===== config.mk =====
export PLATFORM = sky130hd
export DESIGN_NAME = onehot_rr_arbiter
export DESIGN_NICKNAME = d
export VERILOG_FILES = /design/src/rtl/arb_pkg.sv /design/src/rtl/rr_pick.sv /design/src/rtl/onehot_rr_arbiter.sv
export SDC_FILE = /design/constraint.sdc
export NUM_CORES = 1
export LEC_CHECK = 0
export BUFFER_PORTS_ARGS = -buffer_cell sky130_fd_sc_hd__buf_2
export CORE_MARGIN = 5
export CORE_UTILIZATION = 55
export CTS_CLUSTER_SIZE = 25
export DETAILED_ROUTE_END_ITERATION = 6
export PLACE_DENSITY = 0.77
export SLEW_MARGIN = 20
export SYNTH_ARGS = -nofsm -noshare
export SYNTH_HDL_FRONTEND = slang
export SYNTH_SLANG_ARGS = --single-unit
export TNS_END_PERCENT = 20

===== constraint.sdc =====
create_clock -name clk -period 2.45 [get_ports clk]
set_input_delay 0 -clock clk [delete_from_list [all_inputs] [get_ports clk]]
set_output_delay 0 -clock clk [all_outputs]
set_load 0.01 [all_outputs]

===== src/rtl/arb_pkg.sv =====
// Shared types and sizes for the one-hot round-robin arbiter slice.
package arb_pkg;

  localparam int N_REQ  = 4;
  localparam int HOLD_W = 4;
  localparam int PTR_W  = 2;

  typedef enum logic [1:0] {
    IDLE,
    GRANT,
    GAP
  } arb_state_t;

  // Grant is always one-hot when this is called, so the last set bit is the only one.
  function automatic logic [PTR_W-1:0] onehot_to_idx(input logic [N_REQ-1:0] oh);
    logic [PTR_W-1:0] idx;
    idx = '0;
    for (int i = 0; i < N_REQ; i++) begin
      if (oh[i]) idx = PTR_W'(i);
    end
    return idx;
  endfunction

endpackage


===== src/rtl/rr_pick.sv =====
// Rotating-priority search: first set request strictly after ptr, wrapping 3->0.
module rr_pick
  import arb_pkg::*;
(
  input  logic [N_REQ-1:0] req,
  input  logic [PTR_W-1:0] ptr,
  output logic [N_REQ-1:0] winner
);

  logic             found;
  logic [PTR_W-1:0] idx;

  // The candidate index wraps naturally in PTR_W bits, so ptr itself is searched last.
  always_comb begin
    winner = '0;
    found  = 1'b0;
    idx    = '0;
    for (int i = 1; i <= N_REQ; i++) begin
      idx = ptr + PTR_W'(i);
      if (!found && req[idx]) begin
        winner[idx] = 1'b1;
        found       = 1'b1;
      end
    end
  end

endmodule


===== src/rtl/onehot_rr_arbiter.sv =====
// Four-requester round-robin arbiter with registered one-hot grant, hold limit
// and a mandatory one-cycle gap between grants.
module onehot_rr_arbiter
  import arb_pkg::*;
#(
  parameter int MAX_HOLD = 8
) (
  input  logic             clk,
  input  logic             rst_n,
  input  logic [N_REQ-1:0] req,
  input  logic             done,
  output logic [N_REQ-1:0] grant,
  output logic             busy,
  output logic             timeout
);

  arb_state_t        state;
  logic [HOLD_W-1:0] hold_cnt;
  logic [PTR_W-1:0]  ptr;
  logic [N_REQ-1:0]  winner;
  logic              owner_req;
  logic              hold_limit;
  logic              release_now;

  rr_pick u_pick (
    .req    (req),
    .ptr    (ptr),
    .winner (winner)
  );

  assign owner_req   = |(req & grant);
  assign hold_limit  = (hold_cnt == HOLD_W'(MAX_HOLD - 1));
  assign release_now = done || !owner_req;

  // A voluntary release wins over the hold limit, so timeout only fires on a pure hold-limit exit.
  always_ff @(posedge clk or negedge rst_n) begin
    if (!rst_n) begin
      state    <= IDLE;
      grant    <= '0;
      busy     <= 1'b0;
      timeout  <= 1'b0;
      hold_cnt <= '0;
      ptr      <= PTR_W'(N_REQ - 1);
    end else begin
      case (state)
        IDLE: begin
          timeout <= 1'b0;
          if (|req) begin
            state    <= GRANT;
            grant    <= winner;
            busy     <= 1'b1;
            hold_cnt <= '0;
          end
        end
        GRANT: begin
          if (release_now || hold_limit) begin
            state    <= GAP;
            grant    <= '0;
            busy     <= 1'b0;
            ptr      <= onehot_to_idx(grant);
            timeout  <= !release_now;
            hold_cnt <= '0;
          end else begin
            hold_cnt <= hold_cnt + HOLD_W'(1);
          end
        end
        GAP: begin
          state   <= IDLE;
          timeout <= 1'b0;
        end
        default: begin
          state    <= IDLE;
          grant    <= '0;
          busy     <= 1'b0;
          timeout  <= 1'b0;
          hold_cnt <= '0;
        end
      endcase
    end
  end

endmodule


==> key figures <==
STA
  • Final hold slack: 0.1019 ns
  • Worst Clk Skew: 0.009444 ns
  • PnR worst setup slack: 0.2429 ns
  • Max-slew headroom: 63.00%
  • Final hold vios: 0
  • Tightest Pin Transition: 0.5549 ns
  • Setup TNS: 0 ns
  • Final max-slew violation count: 0
  • Final min period: 2.207 ns
  • Fmax: 453.1 MHz
  • RSZ-0062 raised after global routing: false
  • Fin crit share: 90.09%
  • Final setup fails: 0

Finish
  • Sequential cell area: 352.8 um^2
  • Final nets: 119
  • Multi-input combinational cell area: 530.5 um^2
  • # fillers: 115
  • Layout cells sized above 1: 26.47%
  • Area Growth Syn to Fin: 12.80%
  • Ant. Diodes: 0
  • Final Instance Area: 1047 um^2

Setup path
  • CP max FO: 9
  • FF-to-FF Start: ptr[0]
  • CP Cell Sequence: inv_1, ha_1, mux4_2, a21oi_1, a221oi_1, a221o_2
  • CP Data Required Time: 2.62 ns
  • Setup CP Type: flip-flop to flip-flop
  • Slowest stage cell, crit path: dfstp_2
  • CP startpoint kind: flip-flop
  • Crit path DAT: 2.38 ns
  • Setup crit start: ptr[0]
  • CP endpoint kind: flip-flop
  • Largest stage delay, worst path: 0.64 ns

Clock tree
  • Sink Count: 14
  • Clock buffer depth: 2
  • Clock H-tree levels: 1
  • Post-CTS Setup Inserts: 0
  • CTS clk-pin slew, worst paths: 0.10 ns
  • Root buffer cell: clkbuf_4
  • Post-cts hold buffer count: 1
  • CTS resizes: 0
  • CTS tree: built
  • Inserted Clock Buffers: 3
  • Worst-Skew Late Latency: 0.28 ns

GRT
  • GRT Residual Overflow: 0
  • GRT Total Usage: 16.95%
  • First-pass GRT wire length: 3312 um
  • Number of global-route vias before repair: 705
  • Largest net degree at the start of global routing: 15
  • Initial antenna violation count: 0

Logic synthesis
  • Count leader, synth: dfrtp_1
  • Top cell type's share of synthesized area: 32.35%
  • Post-Syn Instances: 87
  • Largest cells by area after synthesis: dfrtp_1, ha_1, mux4_2
  • Yosys reg bits: 14
  • Synth async-reset ratio: 100.0%
  • Synth Cell Area: 928.4 um^2
  • Top cells by count, synth: dfrtp_1, inv_1, ha_1, a21oi_1
  • Avg Inst Size Synth: 10.67 um^2
  • Post-synth top area cell: dfrtp_1
  • Top FF cell, synth: dfrtp_1
  • Post-synthesis sequential area ratio: 38.01%
  • Unique masters post-synth: 30
  • Number of synthesized flops with an enable pin: 0
  • Warnings, synthesis: 0
  • Synthesized Nets: 103

Outcome
  • Run status: finished clean

Route
  • Drt via density: 6.475
  • First DRT Iteration DRCs: 22
  • Total number of vias: 764
  • Avg WL per Cell: 16.62 um
  • DRC Markers: 0
  • Detailed Route WL: 1961 um
  • Post-DRT Antenna Nets: 0
  • Initial DRT Pass Iterations: 4

Power
  • Leakage Power: 0.4792 nW
  • Peak supply drop: 0.7594 mV
  • PD cells: 1181 nW/um^2

Placed design
  • Buffers on Ports: 12
  • Placed wire-length estimate: 1524 um
  • Dpl ws: 0.2705 ns
  • Gpl congestion: 0.9657
  • Placed Area: 1001 um^2

Die
  • Initial Utilization: 59.55%
  • FP Rows: 14
  • Placeable Area: 1559 um^2
  • Die height: 51.09 um
  • Top-Level Pins: 13
  • DIE AREA: 2610 um^2
  • Die W: 51.09 um

Min path
  • Hold/Removal Path Class: input port to flip-flop
  • Hold_sp: done

Job
  • Max-cap violation count: 0
critical path: cells and delay by family, from the launching register on:
kind,cells,cell delay (ns)
AOI/OAI and AO/OA,3,0.56
DFF,1,0.64
adders and majority gates,1,0.34
buffers and inverters,1,0.13
muxes,1,0.42
cell usage in the layout (no fill, tap or decap):
cell,n
a22oi_1,2
nand3_1,3
inv_1,10
mux2i_1,2
dfrtp_1,12
nor4_1,1
a21bo_2,1
o21ba_2,1
a31oi_1,1
clkbuf_4,3
nand4_1,3
nor2_1,2
a221o_2,1
or3_1,2
o21ai_0,3
nor2b_1,1
a21boi_1,1
a221oi_1,3
dfstp_2,2
and3_1,1
a21oi_1,6
buf_2,12
a31o_2,1
nor4_4,1
clkbuf_8,1
nand2b_1,1
a221o_1,3
a221oi_2,1
nand3b_1,4
ha_1,9
dlygate4sd3_1,1
nand2_1,4
mux4_2,3
registers in the layout (all words and copies together), names as in the netlist:
register  flops
ptr           2
grant         4
hold_cnt      4
busy          1
timeout       1
state         2
power breakdown:
group          switching (mW)  internal (mW)  total, mW
Sequential             0.0815          0.314      0.395
Combinational           0.376          0.297      0.673
Clock                  0.0782         0.0903      0.168
worst paths after layout:
path	endpoint	slack (ns)	cells past startpoint
setup / recovery	grant[0]	0.24	6
hold / removal	hold_cnt[3]	0.10	4
setup reg to reg	grant[0]	0.24	6
hold reg to reg	hold_cnt[1]	0.52	2
max in group asynchronous	ptr[1]	2.03	2
min in group asynchronous	busy	0.13	2
final cells by class:
class | count | area share, %
clock buffers | 4 | 3.465
repair buffers | 13 | 6.691
multi-input cells | 61 | 50.66
well taps | 16 | 1.912
inverters | 10 | 3.584
flip-flops and latches | 14 | 33.69
kinds of logic after synthesis:
logic type	share of synthesized area (%)
multiplexers	9.434
flip-flops	38.01
AND/OR/NAND/NOR	15.63
buffers and inverters	4.852
adder cells (fa/ha/maj)	12.13
AO/OA/AOI/OAI	19.95
per-stage QoR:
step / power (mW) / instances / utilization [%]
2_1_floorplan: 0.9061 / 87 / -
3_3_place_gp: 1.048 / 113 / 64.21
3_5_place_dp: 1.062 / 113 / 64.21
4_1_cts: 1.230 / 118 / 67.18
5_1_grt: 1.333 / 118 / 67.18
6_report: 1.237 / 118 / 67.18
routing by layer:
metal  routed length [um]  GRT usage (%)  up-vias
met5                    0              0        -
met4                   29          5.381        0
met3                  142          4.651        6
met2                  834          25.54       31
met1                  955          23.58      367
li1                     -              -      360
No activity file was read; power rests on OpenSTA's default activity.
